## config.mk

```make
export PLATFORM = sky130hd
export DESIGN_NAME = mac_stream_feeder
export DESIGN_NICKNAME = d
export VERILOG_FILES = /design/src/rtl/mac_stream_pkg.sv /design/src/rtl/pair_word_serializer.sv /design/src/rtl/mac_stream_feeder.sv
export SDC_FILE = /design/constraint.sdc
export NUM_CORES = 1
export LEC_CHECK = 0
export ABC_CLOCK_PERIOD_IN_PS = 2000
export CAP_MARGIN = 15
export CORE_UTILIZATION = 30
export CTS_CLUSTER_SIZE = 10
export DETAILED_ROUTE_END_ITERATION = 6
export PLACE_DENSITY = 0.69
export SLEW_MARGIN = 20
export SYNTH_ARGS = -nofsm -noshare
export SYNTH_HDL_FRONTEND = slang
export SYNTH_SLANG_ARGS = --single-unit
```

## constraint.sdc

```tcl
create_clock -name ACLK -period 2 [get_ports ACLK]
set_input_delay 0.4 -clock ACLK [delete_from_list [all_inputs] [get_ports ACLK]]
set_output_delay 0.4 -clock ACLK [all_outputs]
set_load 0.005 [all_outputs]
```

## src/rtl/mac_stream_pkg.sv

```systemverilog
// Shared types for the MAC stream feeder: pair layout, feeder states and beat width.
package mac_stream_pkg;

   localparam int unsigned DataWidth = 2;
   localparam int unsigned BeatWidth = 2 * DataWidth;

   typedef struct packed {
      logic signed [DataWidth-1:0] inp;
      logic signed [DataWidth-1:0] weight;
   } pair_t;

   typedef enum logic [1:0] {
      StIdle,
      StSendBias,
      StSendPairs,
      StWaitResult
   } feeder_state_e;

endpackage

```

## src/rtl/pair_word_serializer.sv

```systemverilog
// Buffers one packed pair word at a time and hands its lanes out in order, lane 0 first,
// stopping after the commanded number of pairs.
module pair_word_serializer
   import mac_stream_pkg::*;
#(
   parameter int unsigned C_DATA_WIDTH     = DataWidth,
   parameter int unsigned C_PAIRS_PER_WORD = 4,
   parameter int unsigned C_COUNT_WIDTH    = 16
) (
   input  logic                                         i_clk,
   input  logic                                         i_rst,
   input  logic                                         i_start,
   input  logic [C_COUNT_WIDTH-1:0]                     i_count,
   input  logic                                         i_enable,
   input  logic                                         i_word_valid,
   output logic                                         o_word_ready,
   input  logic [C_PAIRS_PER_WORD*2*C_DATA_WIDTH-1:0]   i_word,
   output logic                                         o_pair_valid,
   input  logic                                         i_pair_ready,
   output logic [2*C_DATA_WIDTH-1:0]                    o_pair,
   output logic                                         o_pair_last
);

   localparam int unsigned BW    = 2 * C_DATA_WIDTH;
   localparam int unsigned WW    = C_PAIRS_PER_WORD * BW;
   localparam int unsigned LaneW = (C_PAIRS_PER_WORD > 1) ? $clog2(C_PAIRS_PER_WORD) : 1;

   logic [WW-1:0]            r_word,       w_word_nxt;
   logic                     r_buf_valid,  w_buf_valid_nxt;
   logic [LaneW-1:0]         r_lane,       w_lane_nxt;
   logic [C_COUNT_WIDTH-1:0] r_pairs_left, w_pairs_left_nxt;
   logic [C_COUNT_WIDTH-1:0] r_req_left,   w_req_left_nxt;

   logic                     w_pair_fire;
   logic                     w_word_fire;
   logic                     w_last_lane;
   logic                     w_word_free;
   logic [C_COUNT_WIDTH-1:0] w_take;

   assign w_pair_fire = r_buf_valid && i_pair_ready;
   // A word is finished either at its top lane or when the final pair leaves a partial word.
   assign w_last_lane = (r_lane == LaneW'(C_PAIRS_PER_WORD - 1)) ||
                        (r_pairs_left == C_COUNT_WIDTH'(1));
   assign w_word_free = !r_buf_valid || (w_pair_fire && w_last_lane);

   // r_req_left counts pairs not yet covered by an accepted word, so requests stop at ceil(N/P).
   assign o_word_ready = i_enable && (r_req_left != '0) && w_word_free;
   assign w_word_fire  = i_word_valid && o_word_ready;
   assign w_take       = (r_req_left > C_COUNT_WIDTH'(C_PAIRS_PER_WORD)) ?
                         C_COUNT_WIDTH'(C_PAIRS_PER_WORD) : r_req_left;

   assign o_pair_valid = r_buf_valid;
   assign o_pair       = r_word[BW*int'(r_lane) +: BW];
   assign o_pair_last  = (r_pairs_left == C_COUNT_WIDTH'(1));

   always_comb begin
      w_word_nxt       = r_word;
      w_buf_valid_nxt  = r_buf_valid;
      w_lane_nxt       = r_lane;
      w_pairs_left_nxt = r_pairs_left;
      w_req_left_nxt   = r_req_left;
      if (i_start) begin
         w_buf_valid_nxt  = 1'b0;
         w_lane_nxt       = '0;
         w_pairs_left_nxt = i_count;
         w_req_left_nxt   = i_count;
      end else begin
         if (w_pair_fire) begin
            w_pairs_left_nxt = r_pairs_left - C_COUNT_WIDTH'(1);
            if (w_last_lane) begin
               w_lane_nxt      = '0;
               w_buf_valid_nxt = 1'b0;
            end else begin
               w_lane_nxt = r_lane + LaneW'(1);
            end
         end
         if (w_word_fire) begin
            w_word_nxt      = i_word;
            w_buf_valid_nxt = 1'b1;
            w_req_left_nxt  = r_req_left - w_take;
         end
      end
   end

   always_ff @(posedge i_clk) begin
      if (i_rst) begin
         r_word       <= '0;
         r_buf_valid  <= 1'b0;
         r_lane       <= '0;
         r_pairs_left <= '0;
         r_req_left   <= '0;
      end else begin
         r_word       <= w_word_nxt;
         r_buf_valid  <= w_buf_valid_nxt;
         r_lane       <= w_lane_nxt;
         r_pairs_left <= w_pairs_left_nxt;
         r_req_left   <= w_req_left_nxt;
      end
   end

endmodule

```

## src/rtl/mac_stream_feeder.sv

```systemverilog
// Drives the bias-then-pairs AXI-Stream sequence into the MAC and captures its single
// 32-bit result beat. One command is outstanding at a time.
module mac_stream_feeder
   import mac_stream_pkg::*;
#(
   parameter int unsigned C_DATA_WIDTH     = DataWidth,
   parameter int unsigned C_PAIRS_PER_WORD = 4,
   parameter int unsigned C_COUNT_WIDTH    = 16
) (
   input  logic                                        ACLK,
   input  logic                                        ARESET,
   input  logic                                        CMD_VALID,
   output logic                                        CMD_READY,
   input  logic [2*C_DATA_WIDTH-1:0]                   CMD_BIAS,
   input  logic [C_COUNT_WIDTH-1:0]                    CMD_COUNT,
   input  logic                                        PW_VALID,
   output logic                                        PW_READY,
   input  logic [C_PAIRS_PER_WORD*2*C_DATA_WIDTH-1:0]  PW_DATA,
   output logic                                        M_AXIS_TVALID,
   input  logic                                        M_AXIS_TREADY,
   output logic [2*C_DATA_WIDTH-1:0]                   M_AXIS_TDATA,
   output logic                                        M_AXIS_TLAST,
   output logic                                        M_AXIS_TUSER,
   output logic [7:0]                                  M_AXIS_TID,
   input  logic                                        S_AXIS_TVALID,
   output logic                                        S_AXIS_TREADY,
   input  logic [31:0]                                 S_AXIS_TDATA,
   input  logic                                        S_AXIS_TLAST,
   output logic                                        RESULT_VALID,
   output logic [31:0]                                 RESULT_DATA,
   output logic                                        BUSY
);

   localparam int unsigned BW = 2 * C_DATA_WIDTH;

   feeder_state_e r_state, w_state_nxt;

   logic          r_tvalid,       w_tvalid_nxt;
   logic [BW-1:0] r_tdata,        w_tdata_nxt;
   logic          r_tlast,        w_tlast_nxt;
   logic          r_result_valid, w_result_valid_nxt;
   logic [31:0]   r_result,       w_result_nxt;

   logic          w_cmd_fire;
   logic          w_out_fire;
   logic          w_res_fire;
   logic          w_ser_enable;
   logic          w_pair_valid;
   logic          w_pair_ready;
   logic          w_pair_fire;
   logic          w_pair_last;
   logic [BW-1:0] w_pair;
   logic          w_unused_tlast;

   assign w_unused_tlast = S_AXIS_TLAST;

   assign CMD_READY     = (r_state == StIdle) && !ARESET;
   assign S_AXIS_TREADY = (r_state == StWaitResult) && !ARESET;
   assign w_cmd_fire    = CMD_VALID && CMD_READY;
   assign w_out_fire    = r_tvalid && M_AXIS_TREADY;
   assign w_res_fire    = S_AXIS_TVALID && S_AXIS_TREADY;

   // Refill the output register in the same cycle it drains to keep one beat per cycle.
   assign w_ser_enable  = (r_state == StSendPairs) && !ARESET;
   assign w_pair_ready  = w_ser_enable && (!r_tvalid || M_AXIS_TREADY);
   assign w_pair_fire   = w_pair_valid && w_pair_ready;

   pair_word_serializer #(
      .C_DATA_WIDTH     (C_DATA_WIDTH),
      .C_PAIRS_PER_WORD (C_PAIRS_PER_WORD),
      .C_COUNT_WIDTH    (C_COUNT_WIDTH)
   ) u_serializer (
      .i_clk        (ACLK),
      .i_rst        (ARESET),
      .i_start      (w_cmd_fire),
      .i_count      (CMD_COUNT),
      .i_enable     (w_ser_enable),
      .i_word_valid (PW_VALID),
      .o_word_ready (PW_READY),
      .i_word       (PW_DATA),
      .o_pair_valid (w_pair_valid),
      .i_pair_ready (w_pair_ready),
      .o_pair       (w_pair),
      .o_pair_last  (w_pair_last)
   );

   always_comb begin
      w_state_nxt        = r_state;
      w_tvalid_nxt       = r_tvalid;
      w_tdata_nxt        = r_tdata;
      w_tlast_nxt        = r_tlast;
      w_result_valid_nxt = 1'b0;
      w_result_nxt       = r_result;
      case (r_state)
         StIdle: begin
            if (w_cmd_fire) begin
               w_tvalid_nxt = 1'b1;
               w_tdata_nxt  = CMD_BIAS;
               w_tlast_nxt  = (CMD_COUNT == '0);
               w_state_nxt  = StSendBias;
            end
         end
         StSendBias: begin
            if (w_out_fire) begin
               w_tvalid_nxt = 1'b0;
               w_state_nxt  = r_tlast ? StWaitResult : StSendPairs;
            end
         end
         StSendPairs: begin
            if (w_out_fire) begin
               w_tvalid_nxt = 1'b0;
               if (r_tlast) begin
                  w_state_nxt = StWaitResult;
               end
            end
            if (w_pair_fire) begin
               w_tvalid_nxt = 1'b1;
               w_tdata_nxt  = w_pair;
               w_tlast_nxt  = w_pair_last;
            end
         end
         StWaitResult: begin
            if (w_res_fire) begin
               w_result_nxt       = S_AXIS_TDATA;
               w_result_valid_nxt = 1'b1;
               w_state_nxt        = StIdle;
            end
         end
         default: begin
            w_state_nxt = StIdle;
         end
      endcase
   end

   always_ff @(posedge ACLK) begin
      if (ARESET) begin
         r_state        <= StIdle;
         r_tvalid       <= 1'b0;
         r_tdata        <= '0;
         r_tlast        <= 1'b0;
         r_result_valid <= 1'b0;
         r_result       <= '0;
      end else begin
         r_state        <= w_state_nxt;
         r_tvalid       <= w_tvalid_nxt;
         r_tdata        <= w_tdata_nxt;
         r_tlast        <= w_tlast_nxt;
         r_result_valid <= w_result_valid_nxt;
         r_result       <= w_result_nxt;
      end
   end

   assign M_AXIS_TVALID = r_tvalid;
   assign M_AXIS_TDATA  = r_tdata;
   assign M_AXIS_TLAST  = r_tlast;
   assign M_AXIS_TUSER  = 1'b0;
   assign M_AXIS_TID    = 8'd0;
   assign RESULT_VALID  = r_result_valid;
   assign RESULT_DATA   = r_result;
   assign BUSY          = (r_state != StIdle);

endmodule
```

==> results.sh <==
export IMPL_place_gp_congestion=0.856
export IMPL_final_cells=909
export IMPL_hold_path_cell_count=2
export IMPL_grtUsageTotal_pct=18.6
export IMPL_overflow=0
export IMPL_post_drt_wl_per_cell_um=15.9
export IMPL_status="finished, violations left"
export IMPL_synth_distinct_cells=55
export IMPL_final_setup_viol_count=33
export IMPL_hp_class="reg2reg"
export IMPL_final_cell_mix="clkdlybuf4s50_1, buf_4, nand2_1"
export IMPL_final_hold_viol_count=0
export IMPL_ir_worst_vdd_v=0.000618
export IMPL_drt_iter0_drc=305
export IMPL_drv_slew=0
export IMPL_cts_tree="done"
export IMPL_power_density_nw_per_um2=959
export IMPL_drcViolationCount=0
export IMPL_leakage_uw=0.00286
export IMPL_die_y_um=124
export IMPL_grt_pass1_vias=4493
export IMPL_num_rows=44
export IMPL_cp_arrival_ps=1860
export IMPL_p_total_uw=7000
export IMPL_rsz0062_at_grt="true"
export IMPL_diodes=0
export IMPL_drtPass1Iterations=5
export IMPL_vias_per_cell=5.03
export IMPL_ys_warn_count=0
export IMPL_ys_ff_latch=92
export IMPL_hpwl_um=9830
export IMPL_layout_commonest_cell="clkdlybuf4s50_1"
export IMPL_fin_skew_ps=10.8
export IMPL_routed_via_count=4573
export IMPL_routed_wl_um=14500
export IMPL_worst_slew_pin_slew_ps=716
export IMPL_cts_htree_levels=3
export IMPL_start_util_pct=30.6
export IMPL_cts_sinks=92
export IMPL_antenna_found_initial=0
export IMPL_fp_coreArea_um2=14500
export IMPL_async_reset_ff_share_pct=0
export IMPL_grt_pass1_wl_um=21900
export IMPL_critPathLaunchType="flip-flop"
export IMPL_dp_slack_ps=-443
export IMPL_fin_nets=804
export IMPL_period_share_pct=113
export IMPL_place_inst=876
export IMPL_ys_seq_area_share_pct=41.5
export IMPL_avgSynthCellArea_um2=8.52
export IMPL_synth_edf_count=0
export IMPL_ios=127
export IMPL_crit_fanout=2
export IMPL_worst_slack_ps=-258
export IMPL_syn_inst=521
export IMPL_die_area_um2=15300
export IMPL_drive_above_1_share_pct=29.9
export IMPL_die_w_um=124
export IMPL_path_clk_slew_ps=70
export IMPL_numCtsBuffers=9
export IMPL_root_buffer="clkbuf_16"
export IMPL_required_ps=1600
export IMPL_drt_antenna_violating_nets=0
export IMPL_violations="setup timing"
export IMPL_fmax_mhz=443
export IMPL_drv_cap=0
export IMPL_reg2reg_depth=8
export IMPL_port_buffers=116
export IMPL_synth_flop_cell="dfxtp_1"
export IMPL_cp_end_kind="output pin"
export IMPL_cts_path_max_buffers=2
export IMPL_period_needed_ps=2260
export IMPL_clk_latency_ps=350
export IMPL_syn_area_um2=4440
export IMPL_setup_worst_path_class="reg2out"
export IMPL_grt_max_degree=34
export IMPL_fillers=1311
export IMPL_area_growth_pct=64.6
export IMPL_worst_slew_margin_rel_pct=52.2
## cell usage after synthesis, types with 4 or more instances
master / number / area (um^2)
or3_1: 5 / 31.3
o31ai_1: 10 / 75.1
dfxtp_1: 92 / 1840
a211oi_1: 5 / 37.5
xnor2_1: 11 / 96.3
ha_1: 9 / 113
a31oi_1: 12 / 75.1
inv_1: 11 / 41.3
buf_4: 9 / 67.6
mux2_2: 4 / 45.0
nand4_1: 7 / 43.8
o21ai_0: 25 / 125
nor3_1: 9 / 45.0
o21bai_1: 11 / 82.6
or4_1: 13 / 97.6
nand2_1: 82 / 308
clkbuf_1: 24 / 90.1
nor4_1: 10 / 62.6
nand3b_1: 33 / 248
nor2_1: 23 / 86.3
a21oi_1: 37 / 185
buf_2: 4 / 20.0
mux4_2: 4 / 90.1
nand3_1: 18 / 90.1
mux2i_1: 7 / 70.1
nand2b_1: 5 / 31.3
## power by group
group,leakage [uW],total [uW],switching (uW),internal [uW]
Sequential,0.000754,2240,184,2050
Clock,0.000166,1910,740,1170
Combinational,0.00194,2860,1370,1490
## registers in the layout, summed over array words and instances, names as in the netlist, 2 cells and up
signal,count
RESULT_DATA,32
u_serializer.r_pairs_left,16
u_serializer.r_req_left,16
u_serializer.r_word,16
M_AXIS_TDATA,4
r_state,2
u_serializer.r_lane,2
## per-stage QoR
| stage | hold WS, ps | utilization (%) | area, um^2 | setup TNS, ps |
|---|---|---|---|---|
| 3_5_place_dp | 463 | 44.0 | 6370 | -12880 |
| 3_3_place_gp | 459 | 44.0 | 6370 | -10940 |
| 4_1_cts | 460 | 48.5 | 7020 | -5400 |
| 2_1_floorplan | 451 | - | 4520 | -737 |
| 5_1_grt | 474 | 50.4 | 7300 | -7260 |
| 6_report | 460 | 50.4 | 7300 | -4550 |
## timing repair
action	in CTS	in global routing
pin swaps	57	13
setup endpoints to repair	36	43
hold buffers	0	0
cloned	4	0
gates resized for setup	82	63
buffers inserted	9	6
## layout make-up
class / count / area, um^2 / area share, %
Multi-Input combinational cell: 385 / 2760 / 37.8
Sequential cell: 92 / 1860 / 25.5
Inverter: 11 / 41.3 / 0.565
Tap cell: 184 / 230 / 3.15
Clock buffer: 11 / 253 / 3.46
Timing Repair Buffer: 221 / 2080 / 28.4
Clock inverter: 5 / 82.6 / 1.13
## worst max-delay path, cell delays in order, from the launching register on
cell and delay [ps]:
dfxtp_2 340, nor4_4 260, buf_4 150, nand4_1 160
buf_4 200, nand2_4 50, nand2_2 50, a21oi_2 160
buf_2 130
## final timing paths
kind | start | to | slack, ps
worst min register to register | u_serializer.r_word[8] | u_serializer.r_word[8] | 460
worst max-delay path | u_serializer.r_pairs_left[7] | PW_READY | -260
worst max register to register | u_serializer.r_pairs_left[7] | u_serializer.r_req_left[13] | -260
worst min-delay path | u_serializer.r_word[8] | u_serializer.r_word[8] | 460
## cell families (layout without fill, tap and decap cells)
kind of cell,after synthesis,count (layout),synth area share [%]
compound gates,116,116,16.1
xor+xnor,14,14,2.76
fa+ha+maj,9,9,2.54
buf+inv,52,248,5.78
flops,92,92,41.5
mux,15,15,4.63
other cells,2,10,0.169
simple gates,221,221,26.5
## metal layers
layer | global-route usage, % | up-vias | part of all wire [%]
li1 | - | 2264 | -
met1 | 23.4 | 2162 | 42
met2 | 30.9 | 123 | 50
met3 | 3.62 | 24 | 4.9
met4 | 7.83 | 0 | 2.5
met5 | 0 | - | 0
(Power assumes the default switching activity.)
